==> src/rtl/fsm_pkg.sv <==
// Shared types and constants for the parking-lot FSM design.
// The debounce state encoding and the input channel map live here.
package fsm_pkg;

   // Per-channel debounce states: stable low, qualifying high, stable high, qualifying low
   typedef enum logic [1:0] {ST_LOW, WAIT_HIGH, ST_HIGH, WAIT_LOW} db_state_t;

   // Bit positions of the physical inputs within btn_raw
   localparam int CH_TICKET = 0;
   localparam int CH_COIN   = 1;
   localparam int CH_CAR    = 2;

endpackage

==> src/rtl/btn_debounce_ch.sv <==
// Single-channel conditioner: 2-flop synchroniser, debounce FSM with a
// stability counter, and registered level / rise / fall outputs.
module btn_debounce_ch
   import fsm_pkg::*;
#(
   parameter int DB_CYCLES = 1_000_000
) (
   input  logic clk,
   input  logic R,
   input  logic raw,
   output logic level,
   output logic rise,
   output logic fall
);

   // Counter only ever reaches DB_CYCLES-1, so $clog2 bits are enough
   localparam int            CW       = (DB_CYCLES > 1) ? $clog2(DB_CYCLES) : 1;
   localparam logic [CW-1:0] CNT_LAST = CW'(DB_CYCLES - 1);
   localparam logic [CW-1:0] CNT_ONE  = CW'(1);

   logic          s1_reg;
   logic          s2_reg;
   db_state_t     state_reg;
   logic [CW-1:0] cnt_reg;
   logic          level_reg;
   logic          rise_reg;
   logic          fall_reg;

   // Bring the asynchronous pad into the clock domain
   always_ff @(posedge clk or negedge R) begin
      if (!R) begin
         s1_reg <= 1'b0;
         s2_reg <= 1'b0;
      end else begin
         s1_reg <= raw;
         s2_reg <= s1_reg;
      end
   end

   // Debounce FSM; outputs are registered alongside the state so nothing is combinational from raw
   always_ff @(posedge clk or negedge R) begin
      if (!R) begin
         state_reg <= ST_LOW;
         cnt_reg   <= '0;
         level_reg <= 1'b0;
         rise_reg  <= 1'b0;
         fall_reg  <= 1'b0;
      end else begin
         rise_reg <= 1'b0;
         fall_reg <= 1'b0;
         case (state_reg)
            ST_LOW: begin
               if (s2_reg) begin
                  state_reg <= WAIT_HIGH;
                  cnt_reg   <= CNT_ONE;
               end else begin
                  cnt_reg <= '0;
               end
            end
            WAIT_HIGH: begin
               if (!s2_reg) begin
                  // bounce: drop back without touching the level
                  state_reg <= ST_LOW;
                  cnt_reg   <= '0;
               end else if (cnt_reg == CNT_LAST) begin
                  state_reg <= ST_HIGH;
                  cnt_reg   <= '0;
                  level_reg <= 1'b1;
                  rise_reg  <= 1'b1;
               end else begin
                  cnt_reg <= cnt_reg + CNT_ONE;
               end
            end
            ST_HIGH: begin
               if (!s2_reg) begin
                  state_reg <= WAIT_LOW;
                  cnt_reg   <= CNT_ONE;
               end else begin
                  cnt_reg <= '0;
               end
            end
            WAIT_LOW: begin
               if (s2_reg) begin
                  state_reg <= ST_HIGH;
                  cnt_reg   <= '0;
               end else if (cnt_reg == CNT_LAST) begin
                  state_reg <= ST_LOW;
                  cnt_reg   <= '0;
                  level_reg <= 1'b0;
                  fall_reg  <= 1'b1;
               end else begin
                  cnt_reg <= cnt_reg + CNT_ONE;
               end
            end
            default: begin
               state_reg <= ST_LOW;
               cnt_reg   <= '0;
            end
         endcase
      end
   end

   assign level = level_reg;
   assign rise  = rise_reg;
   assign fall  = fall_reg;

endmodule

==> src/rtl/btn_conditioner.sv <==
// Input front end: one independent synchronise-and-debounce channel per
// raw button/switch (ticket, coin, car-presence).
module btn_conditioner
   import fsm_pkg::*;
#(
   parameter int N_CH      = 3,
   parameter int DB_CYCLES = 1_000_000
) (
   input  logic            clk,
   input  logic            R,
   input  logic [N_CH-1:0] btn_raw,
   output logic [N_CH-1:0] btn_level,
   output logic [N_CH-1:0] btn_rise,
   output logic [N_CH-1:0] btn_fall
);

   // One debounce channel per input bit
   generate
      for (genvar gi = 0; gi < N_CH; gi++) begin : g_ch
         btn_debounce_ch #(
            .DB_CYCLES(DB_CYCLES)
         ) u_ch (
            .clk  (clk),
            .R    (R),
            .raw  (btn_raw[gi]),
            .level(btn_level[gi]),
            .rise (btn_rise[gi]),
            .fall (btn_fall[gi])
         );
      end
   endgenerate

endmodule

==> config.mk <==
export PLATFORM = sky130hd
export DESIGN_NAME = btn_conditioner
export DESIGN_NICKNAME = d
export VERILOG_FILES = /design/src/rtl/fsm_pkg.sv /design/src/rtl/btn_debounce_ch.sv /design/src/rtl/btn_conditioner.sv
export SDC_FILE = /design/constraint.sdc
export NUM_CORES = 1
export LEC_CHECK = 0
export CAP_MARGIN = 10
export CORE_AREA = 2 2 88 90
export CTS_BUF_LIST = sky130_fd_sc_hd__clkbuf_16
export DETAILED_ROUTE_END_ITERATION = 12
export DIE_AREA = 0 0 90 92
export PLACE_DENSITY_LB_ADDON = 0.2
export SLEW_MARGIN = 20
export SYNTH_ARGS = -nofsm -noshare
export SYNTH_HDL_FRONTEND = slang
export SYNTH_HIERARCHICAL = 1
export SYNTH_SLANG_ARGS = --single-unit
export TNS_END_PERCENT = 5
==> constraint.sdc <==
create_clock -name clk -period 2.24 [get_ports clk]
set_clock_uncertainty 0.2 [all_clocks]
set_input_delay 0.448 -clock clk [delete_from_list [all_inputs] [get_ports clk]]
set_output_delay 0.448 -clock clk [all_outputs]
set_load 0.03 [all_outputs]
# Yosys cells after proc, flatten, opt, wreduce, memory -nomap -nowiden
# Index checks and enable logic that the tools add are counted.
# totals
reg_bits	81
latchBits	0
mem_bits_rw	0
mem_bits_ro	0
inputBits	5
memories	0
# classes
n_addsub	3
mul	0
div	0
magnitude_cmp	0
n_eq_ne	36
shifts	0
mux	69
bitwise_logic	0
reduce_logical	12
# op_table
operator	n
20-bit case mux with 4 select lines	3
20-bit two-way mux	9
20-bit by 1-bit adder with 20-bit output (second input constant)	3
20-bit == test (second input constant)	3
2-bit two-way mux	18
1-bit two-way mux	33
2-bit by 1-bit != test with 1-bit output (second input constant)	12
2-bit case mux with 4 select lines	3
5-bit AND reduction	3
2-bit == test (second input constant)	6
2-bit != test (second input constant)	6
4-bit AND reduction	3
3-bit by 1-bit != test with 1-bit output (second input constant)	3
3-bit != test (second input constant)	3
2-bit by 1-bit == test with 1-bit output (second input constant)	3
2-bit zero test	3
1-bit case mux with 2 select lines	3
2-bit nonzero test	3

# Depth between registers and ports, before layout
# Gate-level depths: netlist (run 1).
# logic_depth
ltp_word	4
depth_mapped	7

# By module
# Netlist (run 1), hierarchy kept.
# modules_own_cells
mod	n_inst	cells_per_inst	area_each_um2	seq_area_each_um2
btn_debounce_ch (g_ch[0].u_ch)	1	123	1306.3	675.6
btn_debounce_ch (g_ch[2].u_ch)	1	125	1298.7	675.6
btn_debounce_ch (g_ch[1].u_ch)	1	121	1276.2	675.6

# Least setup slack after synthesis (run 1)
# Ideal clock, no wire load.
# synth_path
kind	register to register
start	register g_ch[0].u_ch.cnt_reg[11]
end	register (tool-made name)
setup_time_ns	0.118
arrival_ns	2.065
required_time_ns	1.922
slack_ns	-0.143
stages_incl_launch_ff	6
n_path_buf	1
period_less_slack_ns	2.383
path_cell_list	dfrtp_1 > or4_1 > or4_1 > buf_2 > or3_4 > a21o_1
# synth_rtl
item	line	rtl
start, declared	btn_debounce_ch.sv:24	logic [CW-1:0] cnt_reg;
start signal, assigned	btn_debounce_ch.sv:71	cnt_reg <= cnt_reg + CNT_ONE;
start signal, assigned	btn_debounce_ch.sv:92	cnt_reg <= cnt_reg + CNT_ONE;

# Worst setup path in the final report (run 1)
# layout_path
start	register g_ch[1].u_ch.cnt_reg[8]
end	register g_ch[1].u_ch.level_reg
# layout_via
elab_chain_len	3
word_cells_on_any_way	4
cone_classes	eq/ne: 3; reduce/logical: 1
# layout_lines
item	line	rtl
start, declared	btn_debounce_ch.sv:24	
start signal, assigned	btn_debounce_ch.sv:71	
start signal, assigned	btn_debounce_ch.sv:92	
20-bit == test (*)	btn_debounce_ch.sv:65, btn_debounce_ch.sv:86	
2-bit by 1-bit != test with 1-bit output (no line)	n/a	
5-bit AND reduction (no line) (*)	n/a	
end signal, assigned	btn_debounce_ch.sv:45	level_reg <= 1'b0;
end signal, assigned	btn_debounce_ch.sv:68	level_reg <= 1'b1;
end signal, assigned	btn_debounce_ch.sv:89	level_reg <= 1'b0;
end, declared	btn_debounce_ch.sv:25	logic level_reg;
# Every way passes the cells marked *; elsewhere a longest branch is shown, timed or not.
# A chain may end at the register's enable or synchronous reset.

==> flow_metrics.env, run 1 <==
export IMPL_cpPeakStageDelay_ns=0.60
export IMPL_post_route_period_util_pct=104
export IMPL_ys_ff_latch=81
export IMPL_tightest_slew_ns=0.430
export IMPL_antenna_found_initial=0
export IMPL_clk_latency_ns=0.33
export IMPL_via_count=2915
export IMPL_worstPathCellList="or4b_1 > or4_4 > or2_4 > a211o_1"
export IMPL_hp_class="register to register"
export IMPL_synthFlopType="dfrtp_1"
export IMPL_seq_area_frac_synth_pct=52.2
export IMPL_first_pass_iters=4
export IMPL_violations="setup timing"
export IMPL_ant_nets=0
export IMPL_grt_overflow=0
export IMPL_drc=0
export IMPL_die_x_um=90
export IMPL_cts_buffer_depth=2
export IMPL_gr_usage_met3_pct=3.70
export IMPL_largest_reg_flops=60
export IMPL_core_area_um2=7450
export IMPL_syn_nets=377
export IMPL_start_kind="register"
export IMPL_clkSinkCount=81
export IMPL_cap_violations=0
export IMPL_final_cell_mix="dfrtp_1, nor2_1, buf_4"
export IMPL_crit_required_ns=2.25
export IMPL_hold_violations=0
export IMPL_path_max_fanout=4
export IMPL_synthArstFlopShare_pct=100
export IMPL_detail_route_wl_per_cell_um=14.7
export IMPL_rows=32
export IMPL_place_area_um2=4370
export IMPL_end_kind="register"
export IMPL_drv_slew=0
export IMPL_p_per_area_nw_per_um2=662
export IMPL_htreeDepth=3
export IMPL_crit_family="simple AND/OR/NAND/NOR gates"
export IMPL_setup_viol=18
export IMPL_busiest_layer="met2"
export IMPL_grt_max_degree=36
export IMPL_drtIter0Drc=123
export IMPL_fin_hold_ws_ns=0.148
export IMPL_period_minus_slack_ns=2.33
export IMPL_syn_area_um2=3880
export IMPL_ys_warn_count=6
export IMPL_wirelength_mm=7.69
export IMPL_io_buffers=13
export IMPL_rsz0062_at_grt="yes"
export IMPL_cp_arrival_ns=2.34
export IMPL_area_growth_pct=21.5
export IMPL_critical_path_class="register to register"
export IMPL_cp_slowest_cell="or4_4"
export IMPL_fin_util_pct=63.3
export IMPL_place_hpwl_mm=5.25
export IMPL_dieArea_um2=8280
export IMPL_cts_tree="done"
export IMPL_post_cts_setup_buffers=0
export IMPL_run_status="complete, but fails checks"
export IMPL_use_met1_pct=27.7
export IMPL_timing_slew_headroom_pct=70.9
export IMPL_grt_pass1_wl_mm=13.6
export IMPL_grtUsageTotal_pct=20.4
export IMPL_grt_pass1_vias=2887
export IMPL_fin_total_pwr_mw=3.12
export IMPL_clkTransAtPathRegs_ns=0.06
export IMPL_yosysUniqueCellTypes=51
export IMPL_cts_buffers=9
export IMPL_final_common_cell="dfrtp_1"
export IMPL_start_util_pct=52.1
export IMPL_die_height_um=92
export IMPL_path_buf_inv=0
export IMPL_ir_drop_mv=0.620
export IMPL_drive_above_1_share_pct=16.8
export IMPL_synth_edf_count=0
export IMPL_antenna_cells=0
export IMPL_root_buffer="clkbuf_16"
export IMPL_design_area_um2=4720
export IMPL_max_freq_mhz=429
export IMPL_gp_congestion=0.804
export IMPL_setup_ws_ns=-0.0934
export IMPL_leakage_nw=1.99
export IMPL_nNetsFinal=425
export IMPL_viasPerCell=5.56
export IMPL_avgSynthCellArea_um2=10.5
export IMPL_ios=14
export IMPL_met2_usage_pct=32.8
export IMPL_synth_cells=369
logic make-up (layout without fill, tap and decap cells):
group	after synthesis	after routing	synth area share [%]
buf+inv	26	79	3.26
fa+ha+maj	3	3	0.967
compound gates	48	48	8.74
flops	81	81	52.2
simple gates	168	168	25.0
mux	1	1	0.290
xor+xnor	42	42	9.48
layout make-up:
cell class                 instances  area (um2)
clock buffer                       9         225
clock inverter                     7        87.6
fill                             622        2730
inverter                          13        48.8
multi-input combinational        262        1750
sequential                        81        2030
tap                              102         128
timing repair buffer              50         449
power breakdown:
part           leakage [nW]  internal, mW  switching [mW]  total, mW
Clock                 0.154         0.965           0.561       1.53
Combinational         0.731        0.0366          0.0654      0.102
Sequential             1.10          1.48          0.0156       1.49
Total                  1.99          2.48           0.642       3.12
metrics by stage:
| stage | setup TNS, ns | cells | setup slack [ns] |
|---|---|---|---|
| floorplan | -0.761 | 369 | -0.0647 |
| global placement | -0.0399 | 507 | -0.0256 |
| detailed placement | -0.664 | 507 | -0.0809 |
| CTS | -0.0951 | 524 | -0.0805 |
| global route | -1.40 | 524 | -0.116 |
| finish | -0.236 | 524 | -0.0934 |
worst paths after layout:
| path | endpoint | slack (ns) | startpoint | cells past startpoint |
|---|---|---|---|---|
| min | g_ch[2].u_ch/s2_reg$_DFF_PN0_ | 0.15 | g_ch[2].u_ch/s1_reg$_DFF_PN0_ | 0 |
| max | g_ch[1].u_ch/level$_DFFE_PN0P_ | -0.09 | g_ch[1].u_ch/cnt_reg[8]$_DFF_PN0_ | 4 |
| min reg2reg | g_ch[2].u_ch/s2_reg$_DFF_PN0_ | 0.15 | g_ch[2].u_ch/s1_reg$_DFF_PN0_ | 0 |
| max in group asynchronous | g_ch[1].u_ch/cnt_reg[17]$_DFF_PN0_ | 0.83 | R | 3 |
| max reg2reg | g_ch[1].u_ch/level$_DFFE_PN0P_ | -0.09 | g_ch[1].u_ch/cnt_reg[8]$_DFF_PN0_ | 4 |
| min in group asynchronous | g_ch[2].u_ch/fall$_DFF_PN0_ | 0.40 | R | 2 |
routing by layer:
metal	up-vias	routed length (um)
met4	0	92
li1	1422	-
met1	1459	3630
met2	25	3820
met5	-	0
met3	9	152
cell usage after synthesis, types with 3 or more instances:
master / n / area, um2
and3_1: 7 / 43.8
nand4_1: 18 / 113
nor2_1: 45 / 169
nand3_1: 21 / 105
nand2_1: 15 / 56.3
o31ai_1: 7 / 52.6
xor2_1: 26 / 228
ha_1: 3 / 37.5
xnor2_1: 16 / 140
buf_4: 3 / 22.5
o21ai_0: 8 / 40.0
a21oi_1: 16 / 80.1
dfrtp_1: 81 / 2030
nor3_1: 5 / 25.0
nor4_1: 6 / 37.5
and2_1: 5 / 31.3
or3_1: 7 / 43.8
or4_1: 10 / 75.1
inv_1: 13 / 48.8
a21boi_0: 3 / 22.5
clkbuf_1: 6 / 22.5
and4_1: 8 / 70.1
what timing repair did:
item                                   4_1_cts  5_1_grt
gates resized for setup                      4        2
endpoints found under the hold margin       25        0
setup endpoints to repair                   38       45
hold buffers                                 1        0
pin swaps                                    2        1
(Power assumes the default switching activity.)
==> inputs of run 2 (changes only) <==
--- a/config.mk
+++ b/config.mk
@@ -5,11 +5,12 @@
 export SDC_FILE = /design/constraint.sdc
 export NUM_CORES = 1
 export LEC_CHECK = 0
+export ABC_AREA = 1
 export CAP_MARGIN = 10
-export CORE_AREA = 2 2 88 90
+export CORE_AREA = 2 2 93 95
 export CTS_BUF_LIST = sky130_fd_sc_hd__clkbuf_16
 export DETAILED_ROUTE_END_ITERATION = 12
-export DIE_AREA = 0 0 90 92
+export DIE_AREA = 0 0 95 97
 export PLACE_DENSITY_LB_ADDON = 0.2
 export SLEW_MARGIN = 20
 export SYNTH_ARGS = -nofsm -noshare
==> run 2 against run 1 <==
Net effect: the run now ends clean; critical path type is now register to output port; combinational power is essentially flat; count of clock-buffer cells in the layout is the same; worst hold slack gained 0.0049 ns; utilization shrank 1.3 points; sequential share of layout area shrank 2.8 points; synthesized area grew 16%; register-to-register slack gained 0.43 ns; largest power group unchanged; flip-flop and latch count is the same; first-iteration DRC count grew 50%; global-route usage grew 1.4 points; total power grew 0.28%; wire length grew 17%.
==> flow_metrics.env, run 2 <==
export IMPL_wirelength_mm=8.98
export IMPL_post_route_period_util_pct=92.8
export IMPL_seq_area_frac_synth_pct=45.2
export IMPL_synth_cells=593
export IMPL_start_util_pct=55.2
export IMPL_grt_overflow=0
export IMPL_postCtsResizedCells=0
export IMPL_yosys_top_cells_area="dfrtp_1, nand2_1, nor2_1"
export IMPL_ios=14
export IMPL_crit_required_ns=1.59
export IMPL_final_common_cell="nand2_1"
export IMPL_antenna_found_initial=0
export IMPL_run_status="complete, no violations"
export IMPL_leakage_nw=2.17
export IMPL_design_area_um2=5040
export IMPL_gp_congestion=0.854
export IMPL_end_kind="output port"
export IMPL_io_buffers=13
export IMPL_clkTransAtPathRegs_ns=0.06
export IMPL_post_cts_setup_buffers=0
export IMPL_nNetsFinal=622
export IMPL_start_kind="register"
export IMPL_largest_reg_flops=60
export IMPL_drive_above_1_share_pct=10.7
export IMPL_ant_nets=0
export IMPL_timing_slew_headroom_pct=67.4
export IMPL_path_max_fanout=2
export IMPL_ys_warn_count=6
export IMPL_crit_family="buffers and inverters"
export IMPL_place_area_um2=4720
export IMPL_grt_pass1_vias=3628
export IMPL_synth_common_cells="nand2_1, nor2_1, dfrtp_1, inv_1, nand3_1"
export IMPL_worstPathCellList="clkdlybuf4s50_1"
export IMPL_core_area_um2=8130
export IMPL_path_buf_inv=1
export IMPL_synth_top_cell_by_area="dfrtp_1"
export IMPL_viasPerCell=5.11
export IMPL_cp_slowest_cell="clkdlybuf4s50_1"
export IMPL_cts_buffers=9
export IMPL_final_cell_mix="nand2_1, nor2_1, dfrtp_1"
export IMPL_synth_top_area_share_pct=45.2
export IMPL_detail_route_wl_per_cell_um=12.4
export IMPL_yosysMostFrequentCell="nand2_1"
export IMPL_antenna_cells=0
export IMPL_clk_latency_ns=0.33
export IMPL_via_count=3697
export IMPL_nFillCells=706
export IMPL_max_freq_mhz=481
export IMPL_die_height_um=97
export IMPL_synthArstFlopShare_pct=100
export IMPL_cp_arrival_ns=1.43
export IMPL_syn_area_um2=4490
export IMPL_tightest_slew_ns=0.487
export IMPL_rsz0062_at_grt="no"
export IMPL_ir_drop_mv=0.340
export IMPL_cpPeakStageDelay_ns=0.71
export IMPL_area_growth_pct=12.4
export IMPL_cts_hold_fix_buffers=1
export IMPL_fin_setup_tns_ns=0
export IMPL_yosysUniqueCellTypes=32
export IMPL_period_minus_slack_ns=2.08
export IMPL_ys_ff_latch=81
export IMPL_cts_buffer_depth=2
export IMPL_setup_viol=0
export IMPL_drv_slew=0
export IMPL_root_buffer="clkbuf_16"
export IMPL_die_x_um=95
export IMPL_syn_nets=601
export IMPL_clkSinkCount=81
export IMPL_p_per_area_nw_per_um2=621
export IMPL_hold_violations=0
export IMPL_cap_violations=0
export IMPL_hp_class="register to register"
export IMPL_cts_tree="done"
export IMPL_synthFlopType="dfrtp_1"
export IMPL_dieArea_um2=9220
export IMPL_grt_pass1_wl_mm=16.0
export IMPL_htreeDepth=3
export IMPL_place_hpwl_mm=6.49
export IMPL_fin_total_pwr_mw=3.13
export IMPL_first_pass_iters=5
export IMPL_synth_edf_count=0
export IMPL_avgSynthCellArea_um2=7.57
export IMPL_grtUsageTotal_pct=21.7
export IMPL_rows=33
export IMPL_critical_path_class="register to output port"
export IMPL_drc=0
export IMPL_grt_max_degree=54
export IMPL_drtIter0Drc=185
==> run 2: final cells by class <==
cell class	count	area (um2)	share of cell area, %
Clock buffer	9	225	4.47
Clock inverter	7	85.1	1.69
Inverter	79	297	5.88
Multi-Input combinational cell	428	2120	42.0
Sequential cell	81	2030	40.2
Tap cell	105	131	2.60
Timing Repair Buffer	15	158	3.13
==> run 2: stage by stage <==
step,util [%],worst slack [ns],instances,hold WS (ns)
3_3_place_gp,58.1,0.451,707,0.134
6_report,62.0,0.162,724,0.153
5_1_grt,62.0,0.141,724,0.167
4_1_cts,62.0,0.153,724,0.153
3_5_place_dp,58.1,0.368,707,0.140
2_1_floorplan,-,0.645,593,-0.0476
==> run 2: layer usage <==
layer / track usage [%] / up-vias / share of wire (%)
li1: - / 1882 / -
met1: 29.5 / 1729 / 46
met2: 34.6 / 66 / 48
met3: 3.12 / 20 / 3.1
met4: 9.25 / 0 / 2.5
met5: 0 / - / 0
==> run 2: kinds of logic (layout without fill, tap and decap cells) <==
logic type / count (synthesis) / after routing / synth area share, %
AND/OR/NAND/NOR: 381 / 381 / 39.3
buffers and inverters: 84 / 110 / 7.58
flip-flops: 81 / 81 / 45.2
AO/OA/AOI/OAI: 23 / 23 / 3.01
XOR/XNOR: 21 / 21 / 4.10
adder cells (fa/ha/maj): 3 / 3 / 0.836
==> run 2: path summary, 6_finish.rpt <==
| kind | startpoint | endpoint | slack (ns) | depth (start not counted) |
|---|---|---|---|---|
| worst max-delay path | g_ch[1].u_ch/level$_DFFE_PN0P_ | btn_level[1] | 0.16 | 1 |
| worst min-delay path | g_ch[0].u_ch/s1_reg$_DFF_PN0_ | g_ch[0].u_ch/s2_reg$_DFF_PN0_ | 0.15 | 0 |
| worst max register to register | g_ch[2].u_ch/cnt_reg[1]$_DFF_PN0_ | g_ch[2].u_ch/cnt_reg[19]$_DFF_PN0_ | 0.34 | 8 |
| worst min register to register | g_ch[0].u_ch/s1_reg$_DFF_PN0_ | g_ch[0].u_ch/s2_reg$_DFF_PN0_ | 0.15 | 0 |
| max in group asynchronous | R | g_ch[2].u_ch/cnt_reg[4]$_DFF_PN0_ | 0.86 | 3 |
| min in group asynchronous | R | g_ch[1].u_ch/cnt_reg[7]$_DFF_PN0_ | 0.38 | 2 |
==> run 2: power breakdown <==
| group | switching (mW) | internal (mW) |
|---|---|---|
| sequential | 0.0142 | 1.48 |
| clock | 0.574 | 0.964 |
| combinational | 0.0719 | 0.0281 |
| total | 0.660 | 2.47 |
==> inputs of run 3 (changes only) <==
--- a/config.mk
+++ b/config.mk
@@ -9,12 +9,13 @@
 export CAP_MARGIN = 10
 export CORE_AREA = 2 2 93 95
 export CTS_BUF_LIST = sky130_fd_sc_hd__clkbuf_16
+export CTS_CLUSTER_SIZE = 20
 export DETAILED_ROUTE_END_ITERATION = 12
 export DIE_AREA = 0 0 95 97
 export PLACE_DENSITY_LB_ADDON = 0.2
-export SLEW_MARGIN = 20
+export SLEW_MARGIN = 10
 export SYNTH_ARGS = -nofsm -noshare
 export SYNTH_HDL_FRONTEND = slang
 export SYNTH_HIERARCHICAL = 1
 export SYNTH_SLANG_ARGS = --single-unit
-export TNS_END_PERCENT = 5
+export TNS_END_PERCENT = 10
==> results of run 3 <==
Same layout as run 2: the final DEF is identical, and so are final timing and power.
